==> config.mk <==
export PLATFORM = sky130hd
export DESIGN_NAME = apb_rr_scheduler_flat
export DESIGN_NICKNAME = d
export VERILOG_FILES = /design/src/rtl/apb_rr_scheduler_if.sv /design/src/rtl/apb_rr_scheduler.sv /design/src/flat_wrapper.sv
export SDC_FILE = /design/constraint.sdc
export NUM_CORES = 1
export LEC_CHECK = 0
export CAP_MARGIN = 5
export CELL_PAD_IN_SITES_DETAIL_PLACEMENT = 0
export CELL_PAD_IN_SITES_GLOBAL_PLACEMENT = 2
export CORE_UTILIZATION = 24
export DETAILED_ROUTE_END_ITERATION = 10
export PLACE_DENSITY = 0.83
export SETUP_SLACK_MARGIN = 0.2
export SYNTH_ARGS = -nofsm -noshare
export SYNTH_HDL_FRONTEND = slang
export SYNTH_SLANG_ARGS = --single-unit
==> constraint.sdc <==
create_clock -name pclk -period 5.05 [get_ports pclk]
set_clock_uncertainty 0.05 [all_clocks]
set_input_delay 1.01 -clock pclk [delete_from_list [all_inputs] [get_ports pclk]]
set_output_delay 1.01 -clock pclk [all_outputs]
set_load 0.02 [all_outputs]
==> src/rtl/apb_rr_scheduler_if.sv <==
// APB bus bundle between the round-robin scheduler (master) and the
// externally muxed slave response path.
interface apb_rr_scheduler_if #(
   parameter int ADDR_WIDTH = 32,
   parameter int DATA_WIDTH = 32
);
   logic [ADDR_WIDTH-1:0] paddr;
   logic [DATA_WIDTH-1:0] pwdata;
   logic                  pwrite;
   logic [1:0]            psel;
   logic                  penable;
   logic [DATA_WIDTH-1:0] prdata;
   logic                  pready;
   logic                  pslverr;

   modport master (
      output paddr, pwdata, pwrite, psel, penable,
      input  prdata, pready, pslverr
   );

   modport slave (
      input  paddr, pwdata, pwrite, psel, penable,
      output prdata, pready, pslverr
   );
endinterface

==> src/rtl/apb_rr_scheduler.sv <==
// Two-requester round-robin APB master: grants one requester at a time,
// runs a SETUP/ACCESS transfer with a wait-state timeout and pulses done.
module apb_rr_scheduler #(
   parameter int ADDR_WIDTH = 32,
   parameter int DATA_WIDTH = 32,
   parameter int TIMEOUT    = 16
) (
   input  logic                    pclk,
   input  logic                    preset,
   input  logic [1:0]              req,
   input  logic [1:0]              req_wr,
   input  logic [1:0]              req_slv,
   input  logic [2*ADDR_WIDTH-1:0] req_addr,
   input  logic [2*DATA_WIDTH-1:0] req_wdata,
   output logic [1:0]              done,
   output logic                    err,
   output logic [DATA_WIDTH-1:0]   rdata,
   apb_rr_scheduler_if.master      apb
);

   localparam logic [1:0] ST_IDLE   = 2'd0;
   localparam logic [1:0] ST_SETUP  = 2'd1;
   localparam logic [1:0] ST_ACCESS = 2'd2;
   localparam logic [1:0] ST_RESP   = 2'd3;
   localparam logic [7:0] TO_LAST   = 8'(TIMEOUT - 1);

   logic [1:0]            state_r;
   logic                  last_grant_r;
   logic                  gnt_r;
   logic [7:0]            cnt_r;
   logic [1:0]            psel_r;
   logic                  penable_r;
   logic                  pwrite_r;
   logic [ADDR_WIDTH-1:0] paddr_r;
   logic [DATA_WIDTH-1:0] pwdata_r;
   logic [1:0]            done_r;
   logic                  err_r;
   logic [DATA_WIDTH-1:0] rdata_r;

   logic                  gnt_s;
   logic                  timeout_s;

   function automatic logic [1:0] onehot2(input logic idx);
      return idx ? 2'b10 : 2'b01;
   endfunction

   // Round-robin pick: the requester after last_grant wins, else the lone one.
   always_comb begin
      gnt_s = last_grant_r;
      if (req[~last_grant_r]) begin
         gnt_s = ~last_grant_r;
      end else begin
         gnt_s = last_grant_r;
      end
   end

   // Timeout fires only on the final allowed wait cycle with no pready.
   always_comb begin
      timeout_s = 1'b0;
      if ((cnt_r == TO_LAST) && !apb.pready) begin
         timeout_s = 1'b1;
      end else begin
         timeout_s = 1'b0;
      end
   end

   // Transfer FSM; the APB fields double as the latched request.
   always_ff @(posedge pclk) begin
      if (preset) begin
         state_r      <= ST_IDLE;
         last_grant_r <= 1'b1;
         gnt_r        <= 1'b0;
         cnt_r        <= 8'd0;
         psel_r       <= 2'b00;
         penable_r    <= 1'b0;
         pwrite_r     <= 1'b0;
         paddr_r      <= '0;
         pwdata_r     <= '0;
         done_r       <= 2'b00;
         err_r        <= 1'b0;
         rdata_r      <= '0;
      end else begin
         case (state_r)
            ST_IDLE: begin
               done_r  <= 2'b00;
               err_r   <= 1'b0;
               rdata_r <= '0;
               if (req != 2'b00) begin
                  gnt_r        <= gnt_s;
                  last_grant_r <= gnt_s;
                  psel_r       <= onehot2(req_slv[gnt_s]);
                  pwrite_r     <= req_wr[gnt_s];
                  paddr_r      <= gnt_s ? req_addr[2*ADDR_WIDTH-1:ADDR_WIDTH]
                                        : req_addr[ADDR_WIDTH-1:0];
                  pwdata_r     <= gnt_s ? req_wdata[2*DATA_WIDTH-1:DATA_WIDTH]
                                        : req_wdata[DATA_WIDTH-1:0];
                  state_r      <= ST_SETUP;
               end else begin
                  state_r <= ST_IDLE;
               end
            end
            ST_SETUP: begin
               penable_r <= 1'b1;
               cnt_r     <= 8'd0;
               state_r   <= ST_ACCESS;
            end
            ST_ACCESS: begin
               if (apb.pready) begin
                  psel_r    <= 2'b00;
                  penable_r <= 1'b0;
                  done_r    <= onehot2(gnt_r);
                  err_r     <= apb.pslverr;
                  rdata_r   <= pwrite_r ? '0 : apb.prdata;
                  state_r   <= ST_RESP;
               end else if (timeout_s) begin
                  psel_r    <= 2'b00;
                  penable_r <= 1'b0;
                  done_r    <= onehot2(gnt_r);
                  err_r     <= 1'b1;
                  rdata_r   <= '0;
                  state_r   <= ST_RESP;
               end else begin
                  cnt_r   <= cnt_r + 8'd1;
                  state_r <= ST_ACCESS;
               end
            end
            ST_RESP: begin
               done_r  <= 2'b00;
               err_r   <= 1'b0;
               rdata_r <= '0;
               state_r <= ST_IDLE;
            end
            default: begin
               psel_r    <= 2'b00;
               penable_r <= 1'b0;
               done_r    <= 2'b00;
               err_r     <= 1'b0;
               state_r   <= ST_IDLE;
            end
         endcase
      end
   end

   assign apb.psel    = psel_r;
   assign apb.penable = penable_r;
   assign apb.pwrite  = pwrite_r;
   assign apb.paddr   = paddr_r;
   assign apb.pwdata  = pwdata_r;
   assign done        = done_r;
   assign err         = err_r;
   assign rdata       = rdata_r;

endmodule
==> src/flat_wrapper.sv <==
// flat-port wrapper written by rule: the top's interface ports become plain ports
module apb_rr_scheduler_flat 
#(
   parameter int ADDR_WIDTH = 32,
   parameter int DATA_WIDTH = 32,
   parameter int TIMEOUT    = 16
)
  (pclk, preset, req, req_wr, req_slv, req_addr, req_wdata, done, err, rdata, apb_paddr, apb_pwdata, apb_pwrite, apb_psel, apb_penable, apb_prdata, apb_pready, apb_pslverr);
  apb_rr_scheduler_if #(.ADDR_WIDTH(ADDR_WIDTH), .DATA_WIDTH(DATA_WIDTH)) apb_i ();
  input  logic pclk;
  input  logic preset;
  input  logic [1:0] req;
  input  logic [1:0] req_wr;
  input  logic [1:0] req_slv;
  input  logic [2*ADDR_WIDTH-1:0] req_addr;
  input  logic [2*DATA_WIDTH-1:0] req_wdata;
  output logic [1:0] done;
  output logic err;
  output logic [DATA_WIDTH-1:0] rdata;
  output wire logic [$bits(apb_i.paddr)-1:0] apb_paddr;
  output wire logic [$bits(apb_i.pwdata)-1:0] apb_pwdata;
  output wire logic [$bits(apb_i.pwrite)-1:0] apb_pwrite;
  output wire logic [$bits(apb_i.psel)-1:0] apb_psel;
  output wire logic [$bits(apb_i.penable)-1:0] apb_penable;
  input wire logic [$bits(apb_i.prdata)-1:0] apb_prdata;
  input wire logic [$bits(apb_i.pready)-1:0] apb_pready;
  input wire logic [$bits(apb_i.pslverr)-1:0] apb_pslverr;
  assign apb_paddr = apb_i.paddr;
  assign apb_pwdata = apb_i.pwdata;
  assign apb_pwrite = apb_i.pwrite;
  assign apb_psel = apb_i.psel;
  assign apb_penable = apb_i.penable;
  assign apb_i.prdata = apb_prdata;
  assign apb_i.pready = apb_pready;
  assign apb_i.pslverr = apb_pslverr;
  apb_rr_scheduler #(.ADDR_WIDTH(ADDR_WIDTH), .DATA_WIDTH(DATA_WIDTH), .TIMEOUT(TIMEOUT)) u_core (.pclk(pclk), .preset(preset), .req(req), .req_wr(req_wr), .req_slv(req_slv), .req_addr(req_addr), .req_wdata(req_wdata), .done(done), .err(err), .rdata(rdata), .apb(apb_i));
endmodule
==> impl_results.md, run 1 <==
- Number of max-slew violations in the final report: 0
- Setup repair after global routing missed its margin: no
- Total overflow reported by the global router: 0
- Diodes inserted: 0
- Max-cap viol count: 0
- Std-Cell Core Area: 21760 sq um
- Count of buffers inserted at the top-level ports: 272
- Combined flip-flop and latch cell area: 2302 sq um
- Area taken by multi-input logic gates: 2696 sq um
- First-pass GRT wire length: 24720 um
- CP required: 5.25 ns
- Initial standard-cell utilization of the core: 0.2445
- TNS Setup: 0 ns
- Fill cell instance count of the final layout: 2199
- Drt wl/cell: 14.93 um
- Overall power consumption: 0.003568 W
- Aggregate global-route resource usage: 0.1421
- Vias after detailed routing: 4755
- Cell-by-cell listing of the critical path: clkdlybuf4s50_1 > or2_4 > nand2_4 > buf_4 > mux2i_1 > a211oi_1
- # IOs: 273
- Worst Setup End Kind: register
- Area growth, synth to finish: 65.43%
- Total leakage power: 3.372 nW
- Max frequency: 348.2 MHz
- Status: finished, final reports clean
- Relative slew slack: 0.4773
- First DRT Iteration DRCs: 96
- Critical path's slowest cell: nand2_4
- Type of the tightest min-delay check: register to register
- Synth Register Bits: 115
- Inserted Clock Buffers: 17
- # hold bufs at CTS: 0
- Pin count of the biggest net entering global routing: 74
- Total power density per cell area: 405.4 nW/um^2
- Dpl cells: 1050
- Minimum period implied by the final worst setup slack: 2.872 ns
- Final count of negative-setup-slack endpoints: 0
- Floorplan die area: 22770 sq um
- Synth area leaders: dfxtp_1 43%, mux2i_1 16%, a211oi_1 9.3%
- Post CTS Setup Buffer Count: 0
- Post-synth ARST share: 0
- Residual antenna-violating net count after detailed routing: 0
- Worst Setup Start Kind: primary input
- Worst Path Class, Setup: primary input to register
- Number of antenna violations at the first check in global routing: 0
- Final weighted congestion of routability-driven global placement: 0.7125
- Instance count of the mapped netlist: 534
- Total number of clock tree sinks: 115
- Nets: 964
- Actual transition at the worst max-transition pin: 0.7841 ns
- Vert. Die Dim: 150.9 um
- Least setup slack across all paths after layout: 2.178 ns
- Non-filler instance count after layout: 1080
- Leading cell type in the layout, fill and taps excluded: clkdlybuf4s50_1
- Post-synth cell types: 55
- Clock transition at the registers of the reported paths: 0.06 ns
- Hold violation count in the final report: 0
- Dominant synthesized flop cell: dfxtp_1
- Fraction of layout cells with a size suffix above 1: 0.08375
- Die extent in x: 150.9 um
- Maximum ir drop on the vdd rail: 0.0001913 V
- Most frequent cells in the layout: 271 x clkdlybuf4s50_1, 115 x dfxtp_1, 83 x mux2i_1
- Residual DRC count: 0
- Highest cell delay on the worst timing path: 0.55 ns
- Quantity of gates resized following cts: 0
- Root buffer cell: clkbuf_16
- Total wire length: 16120 um
- Post-Syn Area: 5320 sq um
- Cell type with the largest total area after synthesis: dfxtp_1
- Worst slack at placement: 1.744 ns
- Post-DP HPWL: 11520 um
- CTS tree: done
- Number of global-route vias before repair: 4616
- Maximum clock path buffer count: 2
- Syn_nets: 709
- Cell row count: 54
- Share of the synthesized area in the top cell type: 0.4327
- Post-synth EDFFs: 0
- Endpoint arrival time on the critical path: 3.07 ns
- Post-route fraction of the period consumed by the critical path: 0.5687
- Avg Vias per Cell: 4.403
- Synthesized area per cell: 9.963 sq um
- H-tree Lvls: 4
- Layout Utilization: 0.4045
- Biggest fanout along the worst timing path: 46
- Seq/Total Area, Yosys: 0.4327
- Yosys synthesis warning count: 0
- Drt pass-1 iters: 4
- Clock latency on the worst-skew pair: 0.41 ns
[layout make-up]
type	count	area share
multi-input cells	369	0.3064
clock buffers	21	0.05459
well taps	280	0.03981
clock inverters	9	0.02005
flip-flops and latches	115	0.2616
inverters	8	0.003412
repair buffers	278	0.3142
[final timing paths]
check,startpoint,endpoint,slack (ns),cells after the start
min reg2reg,u_core.err$_SDFFE_PP0P_,u_core.err$_SDFFE_PP0P_,0.42,2
min,u_core.err$_SDFFE_PP0P_,u_core.err$_SDFFE_PP0P_,0.42,2
max,req[1],u_core.apb.pwdata[26]$_SDFFE_PP0P_,2.18,6
max reg2reg,u_core.state_r[0]$_SDFF_PP0_,u_core.rdata[15]$_SDFFE_PP0P_,2.79,6
[Yosys cell counts (4+ instances only)]
master,instances
clkbuf_1,25
mux2i_1,83
dfxtp_1,115
a211oi_1,66
nand2_1,40
inv_1,7
ha_1,5
nor2_1,66
o21ai_0,4
buf_6,4
nand3_1,4
a21oi_1,10
a31oi_1,4
a2bb2oi_2,14
nand2b_1,24
[registers in the layout, summed over array words and instances, names as in the netlist]
signal / count
u_core.err: 1
u_core.apb.pwrite: 1
u_core.done: 2
u_core.state_r: 2
u_core.last_grant_r: 1
u_core.cnt_r: 8
u_core.apb.paddr: 32
u_core.apb.pwdata: 32
u_core.apb.psel: 2
u_core.gnt_r: 1
u_core.rdata: 32
u_core.apb.penable: 1
[power breakdown]
part	internal [W]	switching, W
Combinational	0.000548	0.000544
Sequential	0.00104	0.0000755
Clock	0.000922	0.000434
Total	0.00251	0.00105
[logic make-up after synthesis]
kind of cell,synth area share
AND/OR/NAND/NOR,0.1491
AO/OA/AOI/OAI,0.1863
flip-flops,0.4327
multiplexers,0.1562
buffers and inverters,0.06397
adder cells (fa/ha/maj),0.01176
[worst max-delay path: cells and delay by family]
kind	cells	cell delay, ns
AND/OR/NAND/NOR	2	0.84
multiplexers	1	0.22
buffers and inverters	2	0.86
AO/OA/AOI/OAI	1	0.09
[per-layer routing]
metal / track usage / routed length, um / part of all wire / vias to the layer above
met2: 0.2397 / 7877 / 0.49 / 171
met4: 0.03600 / 104 / 0.0065 / 0
li1: - / - / - / 2430
met1: 0.1610 / 6584 / 0.41 / 2146
met3: 0.06596 / 1554 / 0.096 / 8
met5: 0 / 0 / 0 / -
[stage by stage]
stage | cell area [sq um] | hold WS, ns
after floorplan | 5320 | 0.3972
after global placement | 8144 | 0.4055
after detailed placement | 8144 | 0.4066
after CTS | 8801 | 0.4181
after global routing | 8801 | 0.4392
final | 8801 | 0.4160
Power figures use the tool's default switching activity.
==> run 2: changes to the inputs <==
Settings changed: CORE_UTILIZATION 24 to 20, PLACE_DENSITY 0.83 to 0.74.
Clock period 5.05 ns to 2.3 ns, I/O delays scaled along.
==> run 2 against run 1 <==
Total power is 110% higher. Cell count is 6.0% higher. Global-route usage is 2.2 points lower. Register-to-register slack worse by 2.3 ns. Hold slack better by 0.0029 ns. Core utilization is 6.0 points lower. Sequential power is 120% higher. Die area is 20% higher. Combinational power is 130% higher. Highest routed layer unchanged. Critical path type is now register to primary output. First-iteration DRC count is 22% higher. Worst setup slack worse by 1.8 ns. Non-clock buffer count is 8 higher.
==> impl_results.md, run 2 (synthesized netlist as in run 1, its figures left out) <==
- Status: finished, final reports clean
- Min-Delay Endpoint: u_core.err$_SDFFE_PP0P_
- Reg-to-reg setup timing slack: 0.49 ns (-2.30 ns)
- Number of max-slew violations in the final report: 0 (unchanged)
- Total overflow reported by the global router: 0 (unchanged)
- Minimum period implied by the final worst setup slack: 1.921 ns
- Area growth, synth to finish: 68.53%
- Number of global-route vias before repair: 4702 (+1.9%)
- Final count of negative-setup-slack endpoints: 0 (unchanged)
- Switching power: 0.002414 W (+130%)
- Endpoint arrival time on the critical path: 1.41 ns (-1.66 ns)
- Critical path's slowest cell: clkdlybuf4s50_1
- Nets: 972 (+0.83%)
- # IOs: 273 (unchanged)
- Cell row count: 59 (+9.3%)
- Flop pwr share: 0.321 (+0.007)
- Relative slew slack: 0.6794 (+0.2021)
- Biggest fanout along the worst timing path: 2 (-96%)
- Post CTS Setup Buffer Count: 0 (unchanged)
- TNS Setup: 0 ns (unchanged)
- Avg Vias per Cell: 4.177 (-5.1%)
- Fraction of layout cells with a size suffix above 1: 0.09506 (+0.01131)
- Post-DP HPWL: 11570 um (+0.44%)
- Final weighted congestion of routability-driven global placement: 0.7034 (-1.3%)
- Relative contribution of combinational cells to total power: 0.328 (+0.022)
- Maximum clock path buffer count: 2 (unchanged)
- First DRT Iteration DRCs: 117 (+22%)
- Worst Setup Start Kind: register
- Aggregate global-route resource usage: 0.1206 (-0.02152)
- Leading cell type in the layout, fill and taps excluded: clkdlybuf4s50_1
- Inserted Clock Buffers: 17 (unchanged)
- Crit Reg-Reg Startpoint: u_core.state_r[0]$_SDFF_PP0_
- Highest cell delay on the worst timing path: 0.63 ns (+0.08 ns)
- Count of buffers inserted at the top-level ports: 272 (unchanged)
- Source of the worst hold timing path: u_core.err$_SDFFE_PP0P_
- Total wire length: 16390 um (+1.7%)
- Cell-by-cell listing of the critical path: clkdlybuf4s50_1
- Vias after detailed routing: 4783 (+0.59%)
- Drt pass-1 iters: 6 (+2)
- Cell depth of the worst min-delay path: 2 (unchanged)
- Maximum ir drop on the vdd rail: 0.0003476 V (+82%)
- Internal portion of total power: 0.005215 W (+110%)
- Actual transition at the worst max-transition pin: 0.4809 ns (-0.3031 ns)
- Setup repair after global routing missed its margin: no
- Clock transition at the registers of the reported paths: 0.06 ns (about the same)
- Fill cell instance count of the final layout: 2690 (+22%)
- Total power density per cell area: 850.8 nW/um^2 (+110%)
- Total number of clock tree sinks: 115 (unchanged)
- Clock latency on the worst-skew pair: 0.40 ns (about the same)
- Max frequency: 520.5 MHz
- First-pass GRT wire length: 25270 um (+2.3%)
- Worst R2R Path Depth: 6 (unchanged)
- Hold violation count in the final report: 0 (unchanged)
- Max-cap viol count: 0 (unchanged)
- Residual antenna-violating net count after detailed routing: 0 (unchanged)
- Root buffer cell: clkbuf_16
- Worst R2R End: u_core.cnt_r[3]$_SDFFE_PP0P_
- Worst Path Class, Setup: register to primary output
- Post-route fraction of the period consumed by the critical path: 0.8353
- H-tree Lvls: 4 (unchanged)
- # hold bufs at CTS: 0 (unchanged)
- Proportion of power drawn by the clock network: 0.351 (-0.029)
- Pin count of the biggest net entering global routing: 103 (+39%)
- Diodes inserted: 0 (unchanged)
- Worst Setup End Kind: primary output
- Combined buffer and inverter count along the critical path: 1 (-1)
- CP required: 1.79 ns (-3.46 ns)
- Number of antenna violations at the first check in global routing: 0 (unchanged)
- Overall power consumption: 0.007628 W (+110%)
- Delay-heaviest family, CP: buffers and inverters
- Std-Cell Core Area: 26060 sq um (+20%)
- Floorplan die area: 27260 sq um (+20%)
- Type of the tightest min-delay check: register to register
- Initial standard-cell utilization of the core: 0.2042 (-0.04038)
- Most frequent cells in the layout: 271 x clkdlybuf4s50_1, 115 x dfxtp_1, 83 x mux2i_1
- Die extent in x: 165.1 um (+9.4%)
- Total leakage power: 3.408 nW (+1.1%)
- Residual DRC count: 0 (unchanged)
- Drt wl/cell: 14.31 um (-4.1%)
- Quantity of gates resized following cts: 0 (unchanged)
- Sw Share: 0.3164 (+0.02106)
- CTS tree: done
- Vert. Die Dim: 165.1 um (+9.4%)
## run 2: worst max-delay path by stage
stage / start / to / cells after the start
after floorplan: u_core.state_r[0]$_SDFF_PP0_ / u_core.done[0]$_SDFFE_PP0P_ / 6
after global placement: apb_pready / u_core.done[1]$_SDFFE_PP0P_ / 6
after detailed placement: apb_pready / u_core.done[1]$_SDFFE_PP0P_ / 6
after CTS: u_core.apb.pwdata[13]$_SDFFE_PP0P_ / apb_pwdata[13] / 1
after global routing: u_core.apb.pwdata[13]$_SDFFE_PP0P_ / apb_pwdata[13] / 1
final: u_core.apb.pwdata[13]$_SDFFE_PP0P_ / apb_pwdata[13] / 1
## run 2: power groups by stage
stage                     sequential [W]  clock, W  combinational [W]
final                            0.00245   0.00267            0.00250
after global routing             0.00249   0.00289            0.00271
after CTS                        0.00245   0.00279            0.00256
after detailed placement         0.00249         0            0.00255
after global placement           0.00249         0            0.00256
after floorplan                  0.00282         0            0.00111
## run 2: tightest hold or removal path, cell delays in order, from the launching register on
cell,delay (ns)
dfxtp_1,0.30
nand2b_1,0.07
o21ai_1,0.05
## run 2: final cells by class
| cell class | instances | area [sq um] | share of cell area |
|---|---|---|---|
| clock inverters | 14 | 153.9 | 0.01716 |
| repair buffers | 286 | 2925 | 0.3263 |
| clock buffers | 18 | 439.2 | 0.04898 |
| inverters | 8 | 30.03 | 0.003349 |
| multi-input cells | 369 | 2696 | 0.3007 |
| well taps | 335 | 419.2 | 0.04675 |
| flip-flops and latches | 115 | 2302 | 0.2568 |
## run 2: metal layers
| metal | global-route usage | up-vias | share of wire | routed length, um |
|---|---|---|---|---|
| li1 | - | 2474 | - | - |
| met1 | 0.1466 | 2135 | 0.43 | 7086 |
| met2 | 0.1921 | 166 | 0.46 | 7615 |
| met3 | 0.05045 | 8 | 0.093 | 1521 |
| met4 | 0.03670 | 0 | 0.0099 | 163 |
| met5 | 0 | - | 0 | 0 |
## run 2: metrics by stage
stage               instance area (sq um)  hold WS (ns)  instances  utilization  worst slack [ns]
floorplan                            5320        0.3972        534            -            0.6730
global placement                     8373        0.4031       1113       0.3213            0.1088
detailed placement                   8373        0.4124       1113       0.3213            0.1015
CTS                                  8966        0.4248       1145       0.3441            0.3134
global route                         8966        0.4391       1145       0.3441            0.3102
finish                               8966        0.4189       1145       0.3441            0.3787
